### config.mk
export PLATFORM = sky130hd
export DESIGN_NAME = com_out_driver
export DESIGN_NICKNAME = d
export VERILOG_FILES = /design/src/rtl/com_out_driver.sv
export SDC_FILE = /design/constraint.sdc
export NUM_CORES = 1
export LEC_CHECK = 0
export ABC_AREA = 1
export CORE_ASPECT_RATIO = 1.1
export CORE_MARGIN = 4
export CORE_UTILIZATION = 60
export DETAILED_ROUTE_END_ITERATION = 16
export PLACE_DENSITY = 0.82
export SYNTH_ARGS = -nofsm -noshare
export SYNTH_HDL_FRONTEND = slang
export SYNTH_SLANG_ARGS = --single-unit
### constraint.sdc
create_clock -name clk -period 5 [get_ports clk]
set_clock_uncertainty 0.05 [all_clocks]
set_input_delay 1.25 -clock clk [delete_from_list [all_inputs] [get_ports clk]]
set_output_delay 1.25 -clock clk [all_outputs]
set_load 0.02 [all_outputs]
### src/rtl/com_out_driver.sv
// Active-low command output driver: per-channel minimum-on-time stretcher with
// global enable interlock and sticky readback-mismatch fault detection.
module com_out_driver #(
   parameter int NUM_SIGNALS = 16,
   parameter int HOLD_WIDTH  = 4,
   parameter int CHECK_WIDTH = 3
) (
   input  logic                   clk,
   input  logic                   sclr_n,
   input  logic [NUM_SIGNALS-1:0] cmd,
   input  logic                   enable,
   input  logic [NUM_SIGNALS-1:0] fb,
   input  logic                   fault_clr,
   output logic [NUM_SIGNALS-1:0] out,
   output logic [NUM_SIGNALS-1:0] fault,
   output logic                   busy
);

   localparam logic [HOLD_WIDTH-1:0]  HOLD_MAX  = {HOLD_WIDTH{1'b1}};
   localparam logic [CHECK_WIDTH-1:0] CHECK_MAX = {CHECK_WIDTH{1'b1}};

   typedef enum logic [1:0] {
      ST_OFF  = 2'd0,
      ST_ON   = 2'd1,
      ST_HOLD = 2'd2
   } state_e;

   state_e                 state_q [NUM_SIGNALS];
   state_e                 state_d [NUM_SIGNALS];
   logic [HOLD_WIDTH-1:0]  hold_q  [NUM_SIGNALS];
   logic [HOLD_WIDTH-1:0]  hold_d  [NUM_SIGNALS];
   logic [CHECK_WIDTH-1:0] mm_q    [NUM_SIGNALS];
   logic [CHECK_WIDTH-1:0] mm_d    [NUM_SIGNALS];
   logic [NUM_SIGNALS-1:0] out_q, out_d;
   logic [NUM_SIGNALS-1:0] fault_q, fault_d;
   logic                   busy_q, busy_d;

   // Per-channel state machine: the hold counter keeps running when HOLD
   // returns to ON, so a retrigger never extends the minimum active time.
   always_comb begin
      for (int i = 0; i < NUM_SIGNALS; i++) begin
         logic [HOLD_WIDTH-1:0] hold_dec;
         hold_dec   = (hold_q[i] == '0) ? '0 : hold_q[i] - 1'b1;
         state_d[i] = state_q[i];
         hold_d[i]  = hold_q[i];
         if (!enable) begin
            state_d[i] = ST_OFF;
            hold_d[i]  = '0;
         end else begin
            case (state_q[i])
               ST_OFF: begin
                  if (cmd[i]) begin
                     state_d[i] = ST_ON;
                     hold_d[i]  = HOLD_MAX;
                  end
               end
               ST_ON: begin
                  hold_d[i] = hold_dec;
                  if (!cmd[i]) begin
                     state_d[i] = (hold_q[i] == '0) ? ST_OFF : ST_HOLD;
                  end
               end
               ST_HOLD: begin
                  hold_d[i] = hold_dec;
                  if (cmd[i]) begin
                     state_d[i] = ST_ON;
                  end else if (hold_q[i] == '0) begin
                     state_d[i] = ST_OFF;
                  end
               end
               default: begin
                  state_d[i] = ST_OFF;
                  hold_d[i]  = '0;
               end
            endcase
         end
      end
   end

   // Outputs and mismatch tracking; a toggle restarts the settle window.
   always_comb begin
      busy_d = 1'b0;
      for (int i = 0; i < NUM_SIGNALS; i++) begin
         logic toggle;
         logic mismatch;
         logic set;
         out_d[i] = (state_d[i] == ST_OFF);
         busy_d   = busy_d | (state_d[i] != ST_OFF);
         toggle   = out_d[i] ^ out_q[i];
         mismatch = fb[i] ^ out_q[i];
         set      = mismatch && !toggle && (mm_q[i] == CHECK_MAX - 1'b1);
         if (toggle || !mismatch) begin
            mm_d[i] = '0;
         end else if (mm_q[i] != CHECK_MAX) begin
            mm_d[i] = mm_q[i] + 1'b1;
         end else begin
            mm_d[i] = mm_q[i];
         end
         if (fault_clr) begin
            mm_d[i] = '0;
         end
         fault_d[i] = set | (fault_q[i] & ~fault_clr);
      end
   end

   always_ff @(posedge clk) begin
      if (!sclr_n) begin
         for (int i = 0; i < NUM_SIGNALS; i++) begin
            state_q[i] <= ST_OFF;
            hold_q[i]  <= '0;
            mm_q[i]    <= '0;
         end
         out_q   <= '1;
         fault_q <= '0;
         busy_q  <= 1'b0;
      end else begin
         for (int i = 0; i < NUM_SIGNALS; i++) begin
            state_q[i] <= state_d[i];
            hold_q[i]  <= hold_d[i];
            mm_q[i]    <= mm_d[i];
         end
         out_q   <= out_d;
         fault_q <= fault_d;
         busy_q  <= busy_d;
      end
   end

   assign out   = out_q;
   assign fault = fault_q;
   assign busy  = busy_q;

endmodule

==> summary.md <==
| Metric | Value |
|---|---|
| Die width | `~130 um` |
| Register Area | `around 3500 sq um` |
| Fin crit period | `roughly 3100 ps` |
| Post-synth top area cell | `dfxtp_1` |
| Post-synth EDFFs | `0` |
| Seq/Total Area, Yosys | `34.8%` |
| VDD IR-drop max | `251 uV` |
| Synth warnings | `0` |
| Filler instances | `around 1300` |
| Initial core utilization | `just over 60%` |
| Setup TNS | `0 ps` |
| Top-count cell post-synth | `nand2_1` |
| Mapped Area | `10200 sq um` |
| Drt via density | `roughly 5.3` |
| Detailed Place HPWL | `15400 um` |
| Syn nets | `approximately 1600` |
| RSZ-0062 raised after global routing | `false` |
| Synth Flop Type | `dfxtp_1` |
| Postcts setup bufs | `0` |
| Avg Cell Area, Syn | `around 7.4 sq um` |
| CTS tree | `done` |
| Critical Path RT | `5320 ps` |
| Core Region | `16500 sq um` |
| Max Cap Viol | `0` |
| Final Cycle Share | `between 60% and 70%` |
| Placement Setup Slack | `1440 ps` |
| Antenna violations before repair | `0` |
| Post-CTS Resized | `0` |
| Clk_lat worst skew | `430 ps` |
| Die height | `~140 um` |
| Final setup viols | `0` |
| Die area | `19100 sq um` |
| Total global-route track usage | `around 23%` |
| DRT Wirelength | `21300 um` |
| Area contributors post-synth | `dfxtp_1 (35%), ha_1 (17%), nand2_1 (12%)` |
| Critical Path AT | `3400 ps` |
| Vias | `8846` |
| Hold buffer count at cts | `0` |
| WL/cell | `roughly 13 um` |
| Synth cell types | `29` |
| Grt total ovfl | `0` |
| Power Dens Cells | `288 nW/um^2` |
| First-pass GRT wire length | `between 30000 and 40000 um` |
| Area delta synth->final | `14.8%` |
| Drt first-iter violations | `449` |
| Outcome | `complete, no violations` |
| Area of the multi-input gates | `6050 sq um` |
| Slew Viols, Final | `0` |
| Clock Sinks | `177` |
| N_diodes | `0` |
| Antenna Nets Post-Route | `0` |
| Share of async-settable or async-resettable flops after synthesis | `0%` |
| Vias in the first global route | `between 8000 and 9000` |
| Setup CP Type | `in -> reg` |
| Core Rows | `49` |
| Hold Path Class | `reg -> reg` |
| IO Port Bufs | `68` |
| Worst-path clk slew | `70 ps` |
| Crit-path max FO | `34` |
| Worst slew pin tran | `874 ps` |
| Final Hold Viols | `0` |
| Post-layout util | `~71%` |
| Root Buffer | `clkbuf_16` |
| Ratio of cells with drive above 1 in the final layout | `~4.7%` |
| #FFs+latches synth | `177` |
| H-tree Lvls | `4` |
| Final WS setup | `~1900 ps` |
| Final net count | `1636` |
| P_leak | `5.38 nW` |
| Most frequent cells after synthesis | `nand2_1 (315), dfxtp_1 (177), nor2_1 (177)` |
| Slew HR | `41.5%` |
| CP Capture Type | `flop` |
| Final GP Congestion | `0.840` |
| Post-synth top area share | `34.8%` |
| Fmax | `~320 MHz` |
| DRC Markers | `0` |
| Total CTS buffers | `17` |
| Post-Synthesis Cells | `about 1400` |
| I/O pin count | `69` |
| CP Launch Type | `primary input` |
| Clk buf depth | `2` |
| DRT Pass-1 Iters | `7` |
| Largest net degree at the start of global routing | `~40` |
## stage by stage
stage / power, W / instance area, sq um / instances / hold WS, ps
6_report: 0.00337 / 11700 / 1676 / 412
5_1_grt: 0.00352 / 11700 / 1676 / 447
4_1_cts: 0.00340 / 11700 / 1676 / 414
3_5_place_dp: 0.00200 / 11100 / 1644 / 400
3_3_place_gp: 0.00198 / 11100 / 1644 / 395
2_1_floorplan: 0.00186 / 10200 / 1386 / 399
## final timing paths
| check | from | end | slack [ps] | cells after the start |
|---|---|---|---|---|
| worst max register to register | state_q[1][12]$_SDFF_PN0_ | busy$_SDFF_PN0_ | 2950 | 10 |
| worst min register to register | fault[11]$_SDFF_PN0_ | fault[11]$_SDFF_PN0_ | 410 | 2 |
| worst min-delay path | fault[11]$_SDFF_PN0_ | fault[11]$_SDFF_PN0_ | 410 | 2 |
| worst max-delay path | sclr_n | mm_q[1][8]$_SDFFE_PP0P_ | 1920 | 6 |
## cell usage in the layout, fill, tap and decap left out, types with 6 or more instances in the layout
cell type          n
a21oi_1          124
clkbuf_16         17
clkdlybuf4s50_1   68
dfxtp_1          177
ha_1             141
inv_1            140
mux2i_1           15
nand2_1          314
nand2_2            7
nand3_1           25
nor2_1           177
nor2_2            18
nor3_1            15
o21ai_0          105
o21ai_1           22
or2_0              6
or2_1             14
or2_4              6
xnor2_1           26
xor2_1            16
## cell families (layout without fill, tap and decap cells)
kind of cell	after synthesis	count (layout)	synth area share (%)
mux	15	15	1.47
flops	177	177	34.8
fa+ha+maj	141	141	17.3
buf+inv	159	245	5.94
compound gates	264	264	13.2
xor+xnor	42	42	3.61
simple gates	588	588	23.7
## critical path, cell delays in order
cell and delay [ps]:
clkdlybuf4s50_1 540, inv_2 290, nor2_4 580, inv_2 290, or2_1 330, nor2_1 100
## where the power goes
group          internal [W]  switching [W]  leakage [nW]  total [W]
registers           0.00146      0.0000488          1.44    0.00151
clock network      0.000802       0.000602         0.299    0.00140
logic              0.000180       0.000278          3.64   0.000458
total               0.00245       0.000928          5.38    0.00337
## final cells by class
cell class / count / area share [%]
clock buffers: 17 / 3.63
repair buffers: 70 / 5.94
multi-input cells: 1050 / 51.7
clock inverters: 15 / 1.69
inverters: 143 / 4.59
well taps: 204 / 2.18
flip-flops and latches: 177 / 30.3
## state kept, by name (all words and copies together) (netlist names)
register	flops
hold_q	64
mm_q	48
state_q	32
fault	16
out	16
busy	1
## metal layers
| layer | GRT usage (%) | up-vias | share of wire [%] |
|---|---|---|---|
| met5 | 0 | - | 0 |
| met4 | 8.37 | 0 | 1.5 |
| met3 | 4.36 | 24 | 3.4 |
| met2 | 42.4 | 152 | 51 |
| met1 | 26.5 | 4071 | 44 |
| li1 | - | 4599 | - |
Power figures use the tool's default switching activity.
